`src/rtl/led_shift_ctrl.sv`:
```
// led_shift_ctrl: prescaled shift-enable pulses, shift direction (button / ping-pong) and lit LED index.
// Define SHIFT_CTRL_DEBOUNCE_EN to debounce the synchronized button before edge detection.
module led_shift_ctrl #(
  parameter int N_LEDS    = 4,
  parameter int CNT_W     = 32,
  parameter int LIM0      = 50_000_000,
  parameter int LIM1      = 25_000_000,
  parameter int LIM2      = 12_500_000,
  parameter int LIM3      = 6_250_000,
  parameter int DB_CYCLES = 1_000_000
) (
  input  logic                      clk,
  input  logic                      rst,
  input  logic                      i_enable,
  input  logic [1:0]                i_speed_sel,
  input  logic                      i_btn_dir,
  input  logic                      i_mode,
  output logic                      o_shift_enable,
  output logic                      o_shift_dir,
  output logic [$clog2(N_LEDS)-1:0] o_pos
);
  localparam int PW = $clog2(N_LEDS);
  typedef enum logic {LOOP, PING} state_t;
  state_t state, state_n;
  logic [CNT_W-1:0] cnt, lim;
  logic [1:0] sync;
  logic lvl, lvl_q, btn_rise, dir_n;
  logic [PW-1:0] pos_n;
  always_comb lim = i_speed_sel == 2'd0 ? CNT_W'(LIM0) :
                    i_speed_sel == 2'd1 ? CNT_W'(LIM1) :
                    i_speed_sel == 2'd2 ? CNT_W'(LIM2) : CNT_W'(LIM3);
  // >= rather than == so a speed change below the current count fires at once instead of overflowing
  always_ff @(posedge clk or posedge rst)
    if (rst) begin
      cnt <= '0;
      o_shift_enable <= 1'b0;
    end else if (!i_enable) begin
      o_shift_enable <= 1'b0;
    end else if (cnt >= lim - CNT_W'(1)) begin
      cnt <= '0;
      o_shift_enable <= 1'b1;
    end else begin
      cnt <= cnt + CNT_W'(1);
      o_shift_enable <= 1'b0;
    end
  always_ff @(posedge clk or posedge rst)
    if (rst) begin
      sync <= '0;
      lvl_q <= 1'b0;
    end else begin
      sync <= {sync[0], i_btn_dir};
      lvl_q <= lvl;
    end
`ifdef SHIFT_CTRL_DEBOUNCE_EN
  localparam int DBW = $clog2(DB_CYCLES + 1);
  logic [DBW-1:0] db_cnt;
  logic db_lvl;
  always_ff @(posedge clk or posedge rst)
    if (rst) begin
      db_cnt <= '0;
      db_lvl <= 1'b0;
    end else if (sync[1] == db_lvl) begin
      db_cnt <= '0;
    end else if (db_cnt == DBW'(DB_CYCLES - 1)) begin
      db_cnt <= '0;
      db_lvl <= sync[1];
    end else begin
      db_cnt <= db_cnt + DBW'(1);
    end
  assign lvl = db_lvl;
`else
  assign lvl = sync[1];
`endif
  assign btn_rise = lvl & ~lvl_q;
  // pos follows the shift register, which moves on the cycle o_shift_enable is high
  always_comb begin
    state_n = i_mode ? PING : LOOP;
    pos_n = !o_shift_enable ? o_pos :
            o_shift_dir ? (o_pos == '0 ? PW'(N_LEDS - 1) : o_pos - PW'(1)) :
            (o_pos == PW'(N_LEDS - 1) ? '0 : o_pos + PW'(1));
    dir_n = state == LOOP ? o_shift_dir ^ btn_rise :
            pos_n == PW'(N_LEDS - 1) ? 1'b1 :
            pos_n == '0 ? 1'b0 : o_shift_dir;
  end
  always_ff @(posedge clk or posedge rst)
    if (rst) begin
      state <= LOOP;
      o_pos <= '0;
      o_shift_dir <= 1'b0;
    end else begin
      state <= state_n;
      o_pos <= pos_n;
      o_shift_dir <= dir_n;
    end
endmodule

```
`config.mk`:
```
export PLATFORM = sky130hd
export DESIGN_NAME = led_shift_ctrl
export DESIGN_NICKNAME = d
export VERILOG_FILES = /design/src/rtl/led_shift_ctrl.sv
export SDC_FILE = /design/constraint.sdc
export NUM_CORES = 1
export LEC_CHECK = 0
export CELL_PAD_IN_SITES_DETAIL_PLACEMENT = 0
export CELL_PAD_IN_SITES_GLOBAL_PLACEMENT = 1
export CORE_MARGIN = 4
export CORE_UTILIZATION = 52
export CTS_BUF_LIST = sky130_fd_sc_hd__clkbuf_8 sky130_fd_sc_hd__clkbuf_16
export DETAILED_ROUTE_END_ITERATION = 10
export PLACE_DENSITY = 0.84
export SYNTH_ARGS = -nofsm -noshare
export SYNTH_HDL_FRONTEND = slang
export SYNTH_SLANG_ARGS = --single-unit
```
`constraint.sdc`:
```
create_clock -name clk -period 3.6 [get_ports clk]
set_clock_uncertainty 0.15 [all_clocks]
set_input_delay 0.36 -clock clk [delete_from_list [all_inputs] [get_ports clk]]
set_output_delay 0.36 -clock clk [all_outputs]
set_load 0.005 [all_outputs]
```
# Word-level counts from Yosys, hierarchy flattened
# Cells that the tools add are included.
dict set report totals {
  elab_cells 37
  out_inout_bits 4
  regBits 40
  inputBits 7
}
dict set report classes {
  add_sub_neg 4
  n_eq_ne 5
  order_cmp 1
  n_mux 14
  bitwise 3
  reduce_logical 3
}
# operator n
set ops {}
lappend ops {{$add A32 B1 Y32 const B} 1}
lappend ops {{$ge A32 B32 Y1} 1}
lappend ops {{$mux W32} 1}
lappend ops {{$sub A26 B1 Y27 const B} 1}
lappend ops {{$mux W26} 1}
lappend ops {{$mux W25} 1}
lappend ops {{$mux W24} 1}
lappend ops {{$mux W2} 4}
lappend ops {{$eq A2 B2 Y1 const B} 3}
lappend ops {{$logic_not A2 Y1} 3}
lappend ops {{$mux W1} 6}
lappend ops {{$ne A3 B1 Y1 const B} 1}
lappend ops {{$add A2 B1 Y2 const B} 1}
lappend ops {{$eq A2 B1 Y1 const B} 1}
lappend ops {{$sub A2 B1 Y2 const B} 1}
lappend ops {{$and A1 B1 Y1} 1}
lappend ops {{$not A1 Y1} 1}
lappend ops {{$xor A1 B1 Y1} 1}

# Longest topological paths before layout
# Gate-level depths: netlist (run 1).
dict set report logic_depth {
  depth_word 8
  mapped_depth 11
  depth_no_buf 10
}

# Least setup slack after synthesis (run 1)
# Ideal clock, no wire load.
dict set report synth_path {
  path_type {input to register}
  start {input port i_speed_sel[1]}
  end {register cnt[28]}
  setup_slack_ns 1.103
  t_arrival_ns 2.278
  required_ns 3.382
  cell_stages 10
  path_buffers 1
  setup_time_ns 0.068
  cell_sequence {inv_1 > nand2_1 > inv_1 > ha_1 > a21o_1 > maj3_2 > a2111o_1 > o21a_4 > buf_8 > nor2_4}
}
dict set report synth_via {
  elab_chain_len 7
  word_cells_on_any_way 9
}
# item line_no
set synth_rtl {}
lappend synth_rtl {{start: declaration} 15} ;# input logic [1:0] i_speed_sel,
lappend synth_rtl {{$eq A2 B2 Y1} 31} ;# i_speed_sel == 2'd2 ? CNT_W'(LIM2) : CNT_W'(LIM3);
lappend synth_rtl {{$mux W24} 31}
lappend synth_rtl {{$mux W25} 30} ;# i_speed_sel == 2'd1 ? CNT_W'(LIM1) :
lappend synth_rtl {{$mux W26 *} 29} ;# always_comb lim = i_speed_sel == 2'd0 ? CNT_W'(LIM0) :
lappend synth_rtl {{$sub A26 B1 Y27 *} 39} ;# end else if (cnt >= lim - CNT_W'(1)) begin
lappend synth_rtl {{$ge A32 B32 Y1 *} 39}
lappend synth_rtl {{$mux W32 *} 39}
lappend synth_rtl {{end signal: assignment} 43} ;# cnt <= cnt + CNT_W'(1);
lappend synth_rtl {{end: declaration} 25} ;# logic [CNT_W-1:0] cnt, lim;
# Mark *: on every way between the ends. The rest lies on a longest branch, timed or not.
# A chain may end at the register's enable or synchronous reset.

# Worst setup path after layout (run 1)
dict set report layout_path {
  start {input port i_speed_sel[1]}
  end {register cnt[27]}
}
# The elaborated chain is that of the path after synthesis.

==> out/qor.txt, run 1 <==
Outcome: finished, final reports clean
Wire length per cell: 14.6 um
Row count: 25
Synth async-reset ratio: 1.00
Vias/cell: 5.54
Final Cycle Share: 0.854
Die Ht: 79 um
Simple-Gate Fraction of Synth Area: 0.290
Final max-slew violation count: 0
Global-route wire length before repair: 8420 um
Clk pwr share: 0.398
Post-synth EDFFs: 0
Setup Buffers After CTS: 0
GRT Util Overall: 0.170
Fin util: 0.602
Seq/Total Area, Yosys: 0.382
Synth area leader: dfrtp_1
Worst-case reg-to-reg path depth: 6
Sequential Power Share: 0.491
Vias in the first global route: 1707
Hpwl dp: 3540 um
Area contributors post-synth: dfrtp_1 38%, ha_1 9.1%, nor2_4 8.2%, xor2_1 6.0%, xnor2_1 3.3%
Nets: 290
Vias post-DR: 1833
Sw Ratio: 0.244
Worst-case clock buffer depth: 2
WL final: 4840 um
Crit start category: primary input
Switching Power: 262 uW
VDD IR max: 0.180 mV
Hold WC Path Type: register to register
Cts hold-fix bufs: 0
Power, Total: 1070 uW
IO Count: 11
Total die area: 0.00624 sq mm
Adder and majority gate portion of the synthesized area: 0.0988
Power Dens Cells: 370 mW/mm^2
Setup TNS: 0 ns
Power share of the combinational group: 0.112
Area Overhead vs Synth: 10.6%
Post-synth cell types: 45
Syn Std Cell Area: 0.00262 sq mm
Unrepaired setup endpoints after global routing: false
Xor-xnor portion of the synthesized cell area: 0.0936
CP Capture Type: register
Flop2flop setup slack: 0.95 ns
Primary FF master, synth: dfrtp_1
Most common cell after layout, fill and taps aside: dfrtp_1
Kind of critical path: primary input to register
Post-synthesis mux area share: 0.00811
Max-cap viol count: 0
Largest net degree at the start of global routing: 41
I/O Buffers: 10
Compound-Gate Fraction of Synth Area: 0.0859
Clock sinks: 40
Total global routing overflow: 0
LEAKAGE: 0.00136 uW
Gate Count Post-Synth: 250
CTS tree: yes
Final Setup Violations: 0
DRT antenna net count: 0
CP Data Required Time: 3.67 ns
Seq cells post-synth: 40
DR pass1 iterations: 4
Post-CTS sizing: 0
Final hold vios: 0
Initial antenna violation count: 0
Arrival time of the worst setup path: 3.15 ns
Post-Syn Area per Cell: 10.5 sq um
WHS Path Cells: 0
Internal: 811 uW
CTS Buf Count: 5
Core Box Area: 0.00482 sq mm
Achievable Freq: 0.325 GHz
Crit Path Max Fanout: 24
Maximum level of the CTS H-tree: 2
Largest family of logic cells by synthesized area: simple AND/OR/NAND/NOR gates
Warnings, synthesis: 0
Root buffer cell: clkbuf_8
Minimum clock period: 3.08 ns
Worst Tran Pin Value: 0.657 ns
Most frequent cells in the layout: 40 x dfrtp_1, 19 x nor2_4, 19 x ha_1, 18 x xor2_1, 17 x nor2_1
Synthesized Nets: 276
Starting Density: 0.544
Share of layout cells above drive strength 1: 0.155
Worst-Skew Late Latency: 0.29 ns
Routability cong.: 0.784
DRC viols: 0
DR iter-0 viols: 103
Relative slew slack: 0.562
CTS clk-pin slew, worst paths: 0.08 ns
Top-area cell type share of the netlist area: 0.382
# diodes: 0
Die W: 79 um
-- power groups by stage --
| stage | combinational (uW) | sequential, uW | clock, uW |
|---|---|---|---|
| floorplan | 90.0 | 521 | 0 |
| finish | 120 | 527 | 427 |
| detailed placement | 122 | 535 | 0 |
| global placement | 118 | 534 | 0 |
| global route | 141 | 532 | 462 |
| CTS | 123 | 526 | 442 |
-- layer usage --
| layer | vias to the layer above | GRT usage | wire (um) |
|---|---|---|---|
| li1 | 903 | - | - |
| met1 | 894 | 0.239 | 2410 |
| met2 | 29 | 0.265 | 2170 |
| met3 | 7 | 0.0351 | 194 |
| met4 | 0 | 0.0515 | 61 |
| met5 | - | 0 | 0 |
-- area by class of cell --
type	instances	area [sq um]
multi-input cells	193	1520
clock buffers	5	68.8
well taps	67	83.8
inverters	10	37.5
fillers	414	1920
repair buffers	14	130
flip-flops and latches	40	1000
clock inverters	2	60.1
-- worst max-delay path, cell delays in order --
cell and delay, ns:
clkdlybuf4s50_1 0.52, inv_1 0.11, nand2_1 0.11, inv_1 0.05, ha_1 0.28, a21o_1 0.17, maj3_2 0.30, a2111o_1 0.58
o21a_4 0.47, nor2_4 0.18
-- Yosys cell counts, types with 2 or more instances --
| library cell | count |
|---|---|
| dfrtp_1 | 40 |
| ha_1 | 19 |
| nor2_4 | 19 |
| xor2_1 | 18 |
| nor2_1 | 17 |
| nand2_1 | 14 |
| nand3_1 | 13 |
| nand4_1 | 11 |
| inv_1 | 10 |
| xnor2_1 | 10 |
| a21oi_1 | 8 |
| a21o_1 | 7 |
| and3_1 | 6 |
| o31ai_1 | 6 |
| nor3_1 | 5 |
| nand3b_1 | 4 |
| and2_1 | 3 |
| clkbuf_1 | 3 |
| nand2b_1 | 3 |
| and4_1 | 2 |
| buf_6 | 2 |
| buf_8 | 2 |
| conb_1 | 2 |
| nand4b_1 | 2 |
| nor4_2 | 2 |
| nor4_4 | 2 |
| o22ai_1 | 2 |
-- worst paths after layout --
path                                     start       to
worst max register to register         cnt[17]  cnt[27]
min in group asynchronous                  rst    state
worst min register to register         sync[0]  sync[1]
max in group asynchronous                  rst  cnt[29]
worst max-delay path            i_speed_sel[1]  cnt[27]
worst min-delay path                   sync[0]  sync[1]
-- flip-flops by register name, summed over array words and instances, names as in the netlist --
register,flops
o_pos,2
o_shift_dir,1
sync,2
cnt,32
state,1
lvl_q,1
o_shift_enable,1
-- per-stage QoR --
step | cell area (sq um) | std cells | setup WS, ns | hold slack, ns
global route | 2900 | 331 | 0.383 | 0.230
floorplan | 2620 | 250 | 1.10 | 0.181
global placement | 2770 | 324 | 0.290 | 0.198
finish | 2900 | 331 | 0.524 | 0.219
detailed placement | 2770 | 324 | 0.221 | 0.206
CTS | 2900 | 331 | 0.520 | 0.223
-- cell families after synthesis --
| kind of cell | Yosys count |
|---|---|
| buffers and inverters | 17 |
| AND/OR/NAND/NOR | 110 |
| XOR/XNOR | 28 |
| AO/OA/AOI/OAI | 30 |
| flip-flops | 40 |
| multiplexers | 2 |
| adder cells (fa/ha/maj) | 21 |
| other | 2 |
Power figures use the tool's default switching activity.
==> run 2: changes to the inputs <==
- CAP_MARGIN: not set -> 5
- SETUP_SLACK_MARGIN: not set -> 0.15
==> results of run 2 <==
No change in the layout: final DEF, timing and power equal those of run 1.
==> run 3: changes to the inputs <==
- CORE_ASPECT_RATIO: not set -> 0.9
==> run 3 against run 2 <==
Power down 5.3%; utilization is 0.77 points lower; worst setup slack better by 0.055 ns; fmax is 1.8% higher; non-clock buffer count grew 1; first-iteration DRC count down 14%; combinational power hardly changed; clock power fell by 12%; critical path type unchanged.
==> out/qor.txt, run 3 (synthesis results as in run 1) <==
Root buffer cell: clkbuf_8
Hpwl dp: 3630 um (+2.4%)
Clk pwr share: 0.368 (-0.030)
Internal: 747 uW (-7.8%)
Relative slew slack: 0.570 (+0.00851)
Fin util: 0.594 (-0.00769)
Maximum level of the CTS H-tree: 2 (unchanged)
Crit start category: primary input
Number of flip-flops in the largest register: 32 (unchanged)
CP startpoint: i_speed_sel[1]
Flop2flop setup slack: 0.96 ns (about the same)
IO Count: 11 (unchanged)
Sequential Power Share: 0.517 (+0.026)
Hold Startpoint: sync[0]
DR pass1 iterations: 4 (unchanged)
Vias in the first global route: 1770 (+3.7%)
Worst-case clock buffer depth: 2 (unchanged)
Final Cycle Share: 0.839 (-0.0154)
DRT antenna net count: 0 (unchanged)
Total global routing overflow: 0 (unchanged)
Arrival time of the worst setup path: 3.09 ns (-0.06 ns)
Worst Tran Pin Value: 0.645 ns (-0.0128 ns)
Largest net degree at the start of global routing: 25 (-39%)
Routability cong.: 0.840 (+7.1%)
Final max-slew violation count: 0 (unchanged)
Biggest regs: cnt x32, o_pos x2, sync x2
LEAKAGE: 0.00136 uW (-0.34%)
Global-route wire length before repair: 8420 um (about the same)
Top reg by flops: cnt
Switching Power: 269 uW (+2.5%)
CTS clk-pin slew, worst paths: 0.08 ns (about the same)
Starting Density: 0.539 (-0.00532)
Core Box Area: 0.00486 sq mm (+0.99%)
Total die area: 0.00624 sq mm (about the same)
RR Endpoint: cnt[12]
Most frequent cells in the layout: 40 x dfrtp_1, 19 x nor2_4, 19 x ha_1, 18 x xor2_1, 17 x nor2_1
Die Ht: 75.4 um (-4.6%)
DR iter-0 viols: 89 (-14%)
Crit Path Max Fanout: 24 (unchanged)
Unrepaired setup endpoints after global routing: false
Power share of the combinational group: 0.116 (+0.004)
Outcome: finished, final reports clean
Row count: 24 (-4.0%)
Share of layout cells above drive strength 1: 0.162 (+0.00635)
Cts hold-fix bufs: 0 (unchanged)
Hold Slack: 0.211 ns (-0.00749 ns)
FF-to-FF Start: cnt[17]
Critical path destination: cnt[12]
VDD IR max: 0.322 mV (+79%)
Post-route insts no fill: 331 (unchanged)
Achievable Freq: 0.331 GHz (+1.8%)
# diodes: 0 (unchanged)
Nets: 291 (+0.34%)
I/O Buffers: 10 (unchanged)
Inst Count DP: 323 (-0.31%)
CTS tree: yes
Post-CTS sizing: 0 (unchanged)
Max-cap viol count: 0 (unchanged)
Die W: 82.8 um (+4.9%)
GRT Util Overall: 0.172 (+0.00179)
Clock sinks: 40 (unchanged)
Wire length per cell: 14.8 um (+1.4%)
DRC viols: 0 (unchanged)
# fillers: 438 (+5.8%)
Most common cell after layout, fill and taps aside: dfrtp_1
CP Data Required Time: 3.67 ns (about the same)
Minimum clock period: 3.02 ns (-0.0555 ns)
Hold WC Path Type: register to register
Vias/cell: 5.43 (-2.0%)
WL final: 4900 um (+1.4%)
Vias post-DR: 1797 (-2.0%)
Sw Ratio: 0.265 (+0.0201)
Power Dens Cells: 351 mW/mm^2 (-5.0%)
Area Overhead vs Synth: 10.3%
Setup Buffers After CTS: 0 (unchanged)
Initial antenna violation count: 0 (unchanged)
CTS Buf Count: 5 (unchanged)
Worst-case reg-to-reg path depth: 6 (unchanged)
Final Setup Violations: 0 (unchanged)
CP Capture Type: register
Kind of critical path: primary input to register
Setup TNS: 0 ns (unchanged)
Final hold vios: 0 (unchanged)
Worst-Skew Late Latency: 0.29 ns (about the same)
-- run 3: cell types whose count changed in the layout (fill, tap and decap cells not counted), sizes merged --
cell,previous run,this run
buf,4,5
clkinvlp,0,1
bufinv,2,1
inv,10,11
-- run 3: how the worst min path moves through the flow --
stage,to,slack [ns],depth (start not counted)
6_report,sync[1],0.21,0
2_1_floorplan,sync[1],0.18,0
3_5_place_dp,sync[1],0.20,0
4_1_cts,sync[1],0.21,0
5_1_grt,sync[1],0.23,0
3_3_place_gp,sync[1],0.18,0
-- run 3: per-layer routing --
| metal | vias to the layer above | track usage | part of all wire |
|---|---|---|---|
| met5 | - | 0 | 0 |
| met4 | 0 | 0.0617 | 0.013 |
| li1 | 914 | - | - |
| met1 | 862 | 0.215 | 0.48 |
| met3 | 6 | 0.0335 | 0.022 |
| met2 | 15 | 0.304 | 0.48 |
-- run 3: worst max-delay path: stages --
cell and delay [ns]:
clkdlybuf4s50_1 0.52, inv_1 0.11, nand2_1 0.09, inv_1 0.05, ha_1 0.27, a21o_1 0.16, maj3_2 0.30, a2111o_1 0.57
o21a_4 0.47, nor2_1 0.17
-- run 3: power by group through the flow --
| stage | clock (uW) | combinational (uW) | sequential (uW) |
|---|---|---|---|
| after global routing | 407 | 138 | 531 |
| after global placement | 0 | 118 | 534 |
| after CTS | 382 | 120 | 525 |
| after floorplan | 0 | 90.0 | 521 |
| final | 374 | 117 | 525 |
| after detailed placement | 0 | 119 | 535 |
-- run 3: final cells by class --
class	count	area [sq um]	share of cell area
Multi-Input combinational cell	193	1520	0.525
Sequential cell	40	1000	0.346
Timing Repair Buffer	15	138	0.0476
Tap cell	65	81.3	0.0281
Clock buffer	5	68.8	0.0238
Clock inverter	3	46.3	0.0160
Inverter	10	37.5	0.0130
-- run 3: through the flow --
stage	power, uW	worst slack, ns	area [sq um]
global placement	652	0.325	2780
finish	1020	0.579	2890
floorplan	611	1.10	2620
global route	1080	0.459	2890
CTS	1030	0.573	2890
detailed placement	654	0.272	2780
